--- src/rtl/load_store_unit_if.sv ---
// load_store_unit_if: data-memory bus between the load/store unit and memory.
//   memReq/memWe/memAddr/memBe/memWdata : request side, driven by the LSU (master)
//   memRdata/memAck                     : response side, driven by memory (slave)
interface load_store_unit_if #(
    parameter int unsigned ADDR_W = 32
) ();
    logic              memReq;
    logic              memWe;
    logic [ADDR_W-1:0] memAddr;
    logic [3:0]        memBe;
    logic [31:0]       memWdata;
    logic [31:0]       memRdata;
    logic              memAck;

    modport master (
        output memReq, memWe, memAddr, memBe, memWdata,
        input  memRdata, memAck
    );

    modport slave (
        input  memReq, memWe, memAddr, memBe, memWdata,
        output memRdata, memAck
    );
endinterface

--- src/rtl/load_store_unit.sv ---
// load_store_unit: turns control-unit load/store strobes into one word-aligned,
// byte-enabled request/ack transaction on the data-memory bus, and returns a
// sign/zero-extended load result.
//   clk, rst             : clock, asynchronous active-high reset
//   dMemRead, dMemWrite  : request levels from the control unit
//   funct3, addr         : access size/signedness and effective address
//   storeData            : rs2 value for stores
//   loadData             : extended load result (held until the next load)
//   lsuDone, accessErr   : one-cycle completion / illegal-access pulses
//   lsuBusy              : high while a transaction is in flight
//   mem                  : data-memory bus (master side)
module load_store_unit #(
    parameter int unsigned ADDR_W = 32
) (
    input  logic              clk,
    input  logic              rst,
    input  logic              dMemRead,
    input  logic              dMemWrite,
    input  logic [2:0]        funct3,
    input  logic [ADDR_W-1:0] addr,
    input  logic [31:0]       storeData,
    output logic [31:0]       loadData,
    output logic              lsuDone,
    output logic              lsuBusy,
    output logic              accessErr,
    load_store_unit_if.master mem
);

    typedef enum logic [1:0] {IDLE, REQ, DONE} state_t;

    state_t            state_q, state_d;
    logic              arm_q, arm_d;
    logic [2:0]        funct3_q, funct3_d;
    logic [1:0]        off_q, off_d;
    logic [31:0]       load_data_q, load_data_d;
    logic              done_q, done_d;
    logic              busy_q, busy_d;
    logic              err_q, err_d;
    logic              req_q, req_d;
    logic              we_q, we_d;
    logic [ADDR_W-1:0] maddr_q, maddr_d;
    logic [3:0]        be_q, be_d;
    logic [31:0]       wdata_q, wdata_d;

    logic        load_ok, store_ok, misaligned, bad_access;
    logic [3:0]  be_new;
    logic [31:0] wdata_new, shifted, load_ext;

    // Legality and lane formatting of the incoming request.
    always_comb begin
        load_ok    = funct3 inside {3'b000, 3'b001, 3'b010, 3'b100, 3'b101};
        store_ok   = funct3 inside {3'b000, 3'b001, 3'b010};
        misaligned = (funct3[1:0] == 2'b01 && addr[0]) ||
                     (funct3[1:0] == 2'b10 && addr[1:0] != 2'b00);
        bad_access = (dMemRead && dMemWrite) || misaligned ||
                     (dMemWrite ? !store_ok : !load_ok);
        case (funct3[1:0])
            2'b00:   begin be_new = 4'b0001 << addr[1:0]; wdata_new = {4{storeData[7:0]}};  end
            2'b01:   begin be_new = 4'b0011 << addr[1:0]; wdata_new = {2{storeData[15:0]}}; end
            default: begin be_new = 4'b1111;              wdata_new = storeData;            end
        endcase
    end

    // Move the addressed lane down to bit 0, then extend by access type.
    always_comb begin
        shifted = mem.memRdata >> {off_q, 3'b000};
        case (funct3_q)
            3'b000:  load_ext = {{24{shifted[7]}}, shifted[7:0]};
            3'b100:  load_ext = {24'h0, shifted[7:0]};
            3'b001:  load_ext = {{16{shifted[15]}}, shifted[15:0]};
            3'b101:  load_ext = {16'h0, shifted[15:0]};
            default: load_ext = shifted;
        endcase
    end

    // Bus outputs are formatted at accept and held in REQ, so storeData/addr
    // need not be kept beyond the byte offset and funct3 used for extraction.
    always_comb begin
        state_d     = state_q;
        arm_d       = arm_q;
        funct3_d    = funct3_q;
        off_d       = off_q;
        load_data_d = load_data_q;
        done_d      = 1'b0;
        err_d       = 1'b0;
        busy_d      = busy_q;
        req_d       = req_q;
        we_d        = we_q;
        maddr_d     = maddr_q;
        be_d        = be_q;
        wdata_d     = wdata_q;

        if (!dMemRead && !dMemWrite) arm_d = 1'b1;

        case (state_q)
            IDLE: begin
                if (arm_q && (dMemRead || dMemWrite)) begin
                    arm_d    = 1'b0;
                    busy_d   = 1'b1;
                    funct3_d = funct3;
                    off_d    = addr[1:0];
                    if (bad_access) begin
                        state_d = DONE;
                        done_d  = 1'b1;
                        err_d   = 1'b1;
                    end else begin
                        state_d = REQ;
                        req_d   = 1'b1;
                        we_d    = dMemWrite;
                        maddr_d = {addr[ADDR_W-1:2], 2'b00};
                        be_d    = be_new;
                        wdata_d = wdata_new;
                    end
                end
            end
            REQ: begin
                if (mem.memAck) begin
                    state_d = DONE;
                    done_d  = 1'b1;
                    req_d   = 1'b0;
                    we_d    = 1'b0;
                    maddr_d = '0;
                    be_d    = '0;
                    wdata_d = '0;
                    if (!we_q) load_data_d = load_ext;
                end
            end
            DONE: begin
                state_d = IDLE;
                busy_d  = 1'b0;
            end
            default: state_d = IDLE;
        endcase
    end

    always_ff @(posedge clk or posedge rst) begin
        if (rst) begin
            state_q     <= IDLE;
            arm_q       <= 1'b1;
            funct3_q    <= '0;
            off_q       <= '0;
            load_data_q <= '0;
            done_q      <= 1'b0;
            busy_q      <= 1'b0;
            err_q       <= 1'b0;
            req_q       <= 1'b0;
            we_q        <= 1'b0;
            maddr_q     <= '0;
            be_q        <= '0;
            wdata_q     <= '0;
        end else begin
            state_q     <= state_d;
            arm_q       <= arm_d;
            funct3_q    <= funct3_d;
            off_q       <= off_d;
            load_data_q <= load_data_d;
            done_q      <= done_d;
            busy_q      <= busy_d;
            err_q       <= err_d;
            req_q       <= req_d;
            we_q        <= we_d;
            maddr_q     <= maddr_d;
            be_q        <= be_d;
            wdata_q     <= wdata_d;
        end
    end

    assign loadData     = load_data_q;
    assign lsuDone      = done_q;
    assign lsuBusy      = busy_q;
    assign accessErr    = err_q;
    assign mem.memReq   = req_q;
    assign mem.memWe    = we_q;
    assign mem.memAddr  = maddr_q;
    assign mem.memBe    = be_q;
    assign mem.memWdata = wdata_q;

endmodule

--- src/flat_wrapper.sv ---
// flat-port wrapper written by rule: the top's interface ports become plain ports
module load_store_unit_flat 
#(
    parameter int unsigned ADDR_W = 32
)
  (clk, rst, dMemRead, dMemWrite, funct3, addr, storeData, loadData, lsuDone, lsuBusy, accessErr, mem_memReq, mem_memWe, mem_memAddr, mem_memBe, mem_memWdata, mem_memRdata, mem_memAck);
  load_store_unit_if #(.ADDR_W(ADDR_W)) mem_i ();
  input  logic clk;
  input  logic rst;
  input  logic dMemRead;
  input  logic dMemWrite;
  input  logic [2:0] funct3;
  input  logic [ADDR_W-1:0] addr;
  input  logic [31:0] storeData;
  output logic [31:0] loadData;
  output logic lsuDone;
  output logic lsuBusy;
  output logic accessErr;
  output wire logic [$bits(mem_i.memReq)-1:0] mem_memReq;
  output wire logic [$bits(mem_i.memWe)-1:0] mem_memWe;
  output wire logic [$bits(mem_i.memAddr)-1:0] mem_memAddr;
  output wire logic [$bits(mem_i.memBe)-1:0] mem_memBe;
  output wire logic [$bits(mem_i.memWdata)-1:0] mem_memWdata;
  input wire logic [$bits(mem_i.memRdata)-1:0] mem_memRdata;
  input wire logic [$bits(mem_i.memAck)-1:0] mem_memAck;
  assign mem_memReq = mem_i.memReq;
  assign mem_memWe = mem_i.memWe;
  assign mem_memAddr = mem_i.memAddr;
  assign mem_memBe = mem_i.memBe;
  assign mem_memWdata = mem_i.memWdata;
  assign mem_i.memRdata = mem_memRdata;
  assign mem_i.memAck = mem_memAck;
  load_store_unit #(.ADDR_W(ADDR_W)) u_core (.clk(clk), .rst(rst), .dMemRead(dMemRead), .dMemWrite(dMemWrite), .funct3(funct3), .addr(addr), .storeData(storeData), .loadData(loadData), .lsuDone(lsuDone), .lsuBusy(lsuBusy), .accessErr(accessErr), .mem(mem_i));
endmodule
--- config.mk ---
export PLATFORM = sky130hd
export DESIGN_NAME = load_store_unit_flat
export DESIGN_NICKNAME = d
export VERILOG_FILES = /design/src/rtl/load_store_unit_if.sv /design/src/rtl/load_store_unit.sv /design/src/flat_wrapper.sv
export SDC_FILE = /design/constraint.sdc
export NUM_CORES = 1
export LEC_CHECK = 0
export ABC_AREA = 1
export BUFFER_PORTS_ARGS = -buffer_cell sky130_fd_sc_hd__buf_2
export CORE_UTILIZATION = 53
export DETAILED_ROUTE_END_ITERATION = 10
export PLACE_DENSITY_LB_ADDON = 0.25
export REMOVE_ABC_BUFFERS = 1
export SKIP_LAST_GASP = 1
export SLEW_MARGIN = 20
export SYNTH_ARGS = -nofsm -noshare
export SYNTH_HDL_FRONTEND = slang
export SYNTH_SLANG_ARGS = --single-unit
export TNS_END_PERCENT = 30
--- constraint.sdc ---
create_clock -name clk -period 8.9 [get_ports clk]
set_input_delay 0.89 -clock clk [delete_from_list [all_inputs] [get_ports clk]]
set_output_delay 0.89 -clock clk [all_outputs]
set_load 0.005 [all_outputs]
==> out/summary.txt <==
Worst reg2reg endpoint -> u_core.loadData[30]
Clock power share -> 0.154
Synthesis Warnings -> 0
Most frequent CP cell -> nand2_1
Status -> complete, no violations
Die height -> 104 µm
Leak Pwr -> 3.86 nW
Root buf cell -> clkbuf_8
Post-synthesis sequential area ratio -> 0.500
Width of the die -> 104 µm
Xor/xnor share of the synthesized area -> 0
# Post-CTS Setup Buffers -> 0
Initial core utilization -> 0.543
Synthesized area -> 5560 µm²
PwrDens -> 277 nW/µm²
Iteration-0 DRC Markers -> 327
CP Capture Type -> flip-flop
DRC viols -> 0
Slew margin rel. -> 0.403
Compound-cell area share of the yosys netlist -> 0.0910
Worst-case clock buffer depth -> 2
# fillers -> 941
Reg2reg start -> u_core.off_q[0]
Die area -> 10900 µm²
First-pass GRT wire length -> 23900 µm
Fmax -> 380 MHz
Antenna-violating nets left -> 0
Worst reg2reg path depth -> 7
# setup viols final -> 0
Post-Syn Instances -> 734
Yosys top cell area share -> 0.495
Sw Ratio -> 0.390
Worst-margin pin slew -> 895 ps
CP Capture Point -> u_core.loadData[30]
Core area -> 10200 µm²
Grt ovf -> 0
Worst-path clk slew -> 110 ps
RSZ-0062 raised after global routing -> no
Global-route usage over all layers -> 0.277
Final Hold Fails -> 0
Pre-antenna DRT Iters -> 5
FP Rows -> 37
Post-synth cell types -> 27
Final core occ -> 0.660
Worst path slowest cell -> dfrtp_1
Startpoint Class -> flip-flop
Main combinational cell family by area after synthesis -> simple AND/OR/NAND/NOR gates
Hold Path Class -> flip-flop to flip-flop
Final GP Congestion -> 0.847
Adder-Cell Fraction of Synth Area -> 0
Worst Setup Path Type -> flip-flop to flip-flop
Clk_skew -> 11.0 ps
R2R Setup Slk -> 6270 ps
Placed cells -> 1036
Ports -> 209
Crit-path cells -> inv_2 -> nand2_1 -> nand3_1 -> nand3_2 -> nand2_1 -> o21bai_1 -> inv_1
Fin Setup TNS -> 0 ps
Max-cap violations -> 0
Port Buffers -> 206
Period utilization -> 0.295
Synth top area cells -> dfrtp_1 50%, nand2_1 18%, nand3_1 8.2%
Cts bufs inserted -> 9
CP Max Fanout -> 40
Cts repair resizes -> 0
Final std cells w/o fill -> 1053
Top cell type by total area after synthesis -> dfrtp_1
H-tree levels -> 3
Syn-to-layout area delta -> 21.5%
Routed wire length -> 14600 µm
Share of cells above drive strength 1 -> 0.273
Clock latency on the worst-skew pair -> 380 ps
Hold_buf cts -> 0
Power after layout -> 0.00187 W
Largest net degree at the start of global routing -> 85
Avg Inst Size Synth -> 7.57 µm²
Peak supply drop -> 0.162 mV
Flop pwr share -> 0.454
Hold Slack -> 472 ps
Post-Synth Simple-Gate Area -> 0.334
Mux contribution to synthesized area -> 0
NetSw -> 0.000730 W
Number of global-route vias before repair -> 4891
Delay-heaviest family, CP -> simple AND/OR/NAND/NOR gates
Critical path buffer and inverter count -> 2
Pins Over Slew Limit -> 0
Fin crit period -> 2630 ps
Largest stage delay on the critical path -> 820 ps
Crit path DAT -> 2900 ps
Crit path from -> u_core.off_q[0]
Vias/cell -> 5.12
WL/cell -> 13.9 µm
Combinational fraction of design power -> 0.392
Sinks on Clock Net -> 111
Internal power -> 0.00114 W
HPWL after detailed placement -> 10100 µm
Antenna violations before repair -> 1
Worst EP required -> 9170 ps
FF+latch count, synth -> 111
Post-layout nets -> 1015
Worst path depth -> 7
TritonCTS clock tree -> built
Via count -> 5395
-- power by group through the flow --
stage,clock network [W],registers [W],logic (W)
2_1_floorplan,0,0.000867,0.000376
3_3_place_gp,0,0.000855,0.000720
3_5_place_dp,0,0.000854,0.000742
4_1_cts,0.000292,0.000850,0.000741
5_1_grt,0.000314,0.000879,0.000838
6_report,0.000288,0.000851,0.000734
-- cells in the final DEF, fill, tap and decap left out, drive strengths merged, types with 9 or more instances in the layout --
cell	n
nand3	93
buf	209
clkbuf	9
o21bai	16
inv	51
o21ai	35
dfrtp	110
a21oi	12
or2	11
o211ai	14
nand2	268
nor2	70
-- routing by layer --
layer	vias to the layer above	share of wire	track usage
met2	199	0.47	0.430
met1	2502	0.42	0.384
li1	2674	-	-
met5	-	0	0
met4	0	0.020	0.0867
met3	20	0.084	0.0645
-- worst min-delay path by stage --
| stage | start | end | slack [ps] | depth (start not counted) |
|---|---|---|---|---|
| finish | u_core.mem.memWdata[6] | u_core.mem.memWdata[6] | 470 | 2 |
| global route | rst | u_core.mem.memAddr[27] | 490 | 2 |
| CTS | u_core.mem.memWdata[6] | u_core.mem.memWdata[6] | 480 | 2 |
| detailed placement | u_core.mem.memWdata[6] | u_core.mem.memWdata[6] | 450 | 2 |
| global placement | u_core.mem.memWdata[31] | u_core.mem.memWdata[31] | 450 | 2 |
| floorplan | u_core.arm_q | u_core.arm_q | 460 | 2 |
-- area by class of cell --
class / count / area [µm²] / share of cell area
sequential: 111 / 2780 / 0.412
inverter: 50 / 190 / 0.0282
antenna: 1 / 2.50 / 0.000371
timing repair buffer: 209 / 1060 / 0.157
multi-input combinational: 530 / 2370 / 0.352
clock inverter: 7 / 53.8 / 0.00797
clock buffer: 9 / 124 / 0.0183
tap: 136 / 170 / 0.0252
-- sequential cells by signal (all words and copies together), names as in the netlist --
signal               count
u_core.mem.memWdata     32
u_core.accessErr         1
u_core.mem.memBe         4
u_core.lsuDone           1
u_core.off_q             2
u_core.funct3_q          3
u_core.mem.memReq        1
u_core.mem.memWe         1
u_core.state_q           2
u_core.mem.memAddr      30
u_core.loadData         32
u_core.arm_q             1
u_core.lsuBusy           1
-- worst min-delay path, stage by stage (launching register included) --
cell and delay, ps:
dfrtp_1 350, nand2_1 50, nand2_1 40
-- per-stage QoR --
stage                     setup slack, ps  cell area, µm²
after CTS                            6020            6740
final                                6270            6750
after global placement               6020            6570
after floorplan                      4310            5330
after global routing                 5990            6750
after detailed placement             5930            6570
-- cell families after synthesis --
kind of cell	Yosys count
flip-flops	111
buffers and inverters	94
AO/OA/AOI/OAI	83
AND/OR/NAND/NOR	445
other	1
-- synth_stat cells, drive strengths merged --
library cell and instances:
dfstp 1, o21bai 16, clkinv 2, a21oi 12, buf 29, a31oi 1, dfrtp 110, o21a 3
nand2 268, nand3 93, conb 1, nor2 70, nor3 2, o211ai 14, o22ai 2, clkbuf 15
or2 11, o21ai 35, inv 48, nand4 1
(Power assumes the default switching activity.)
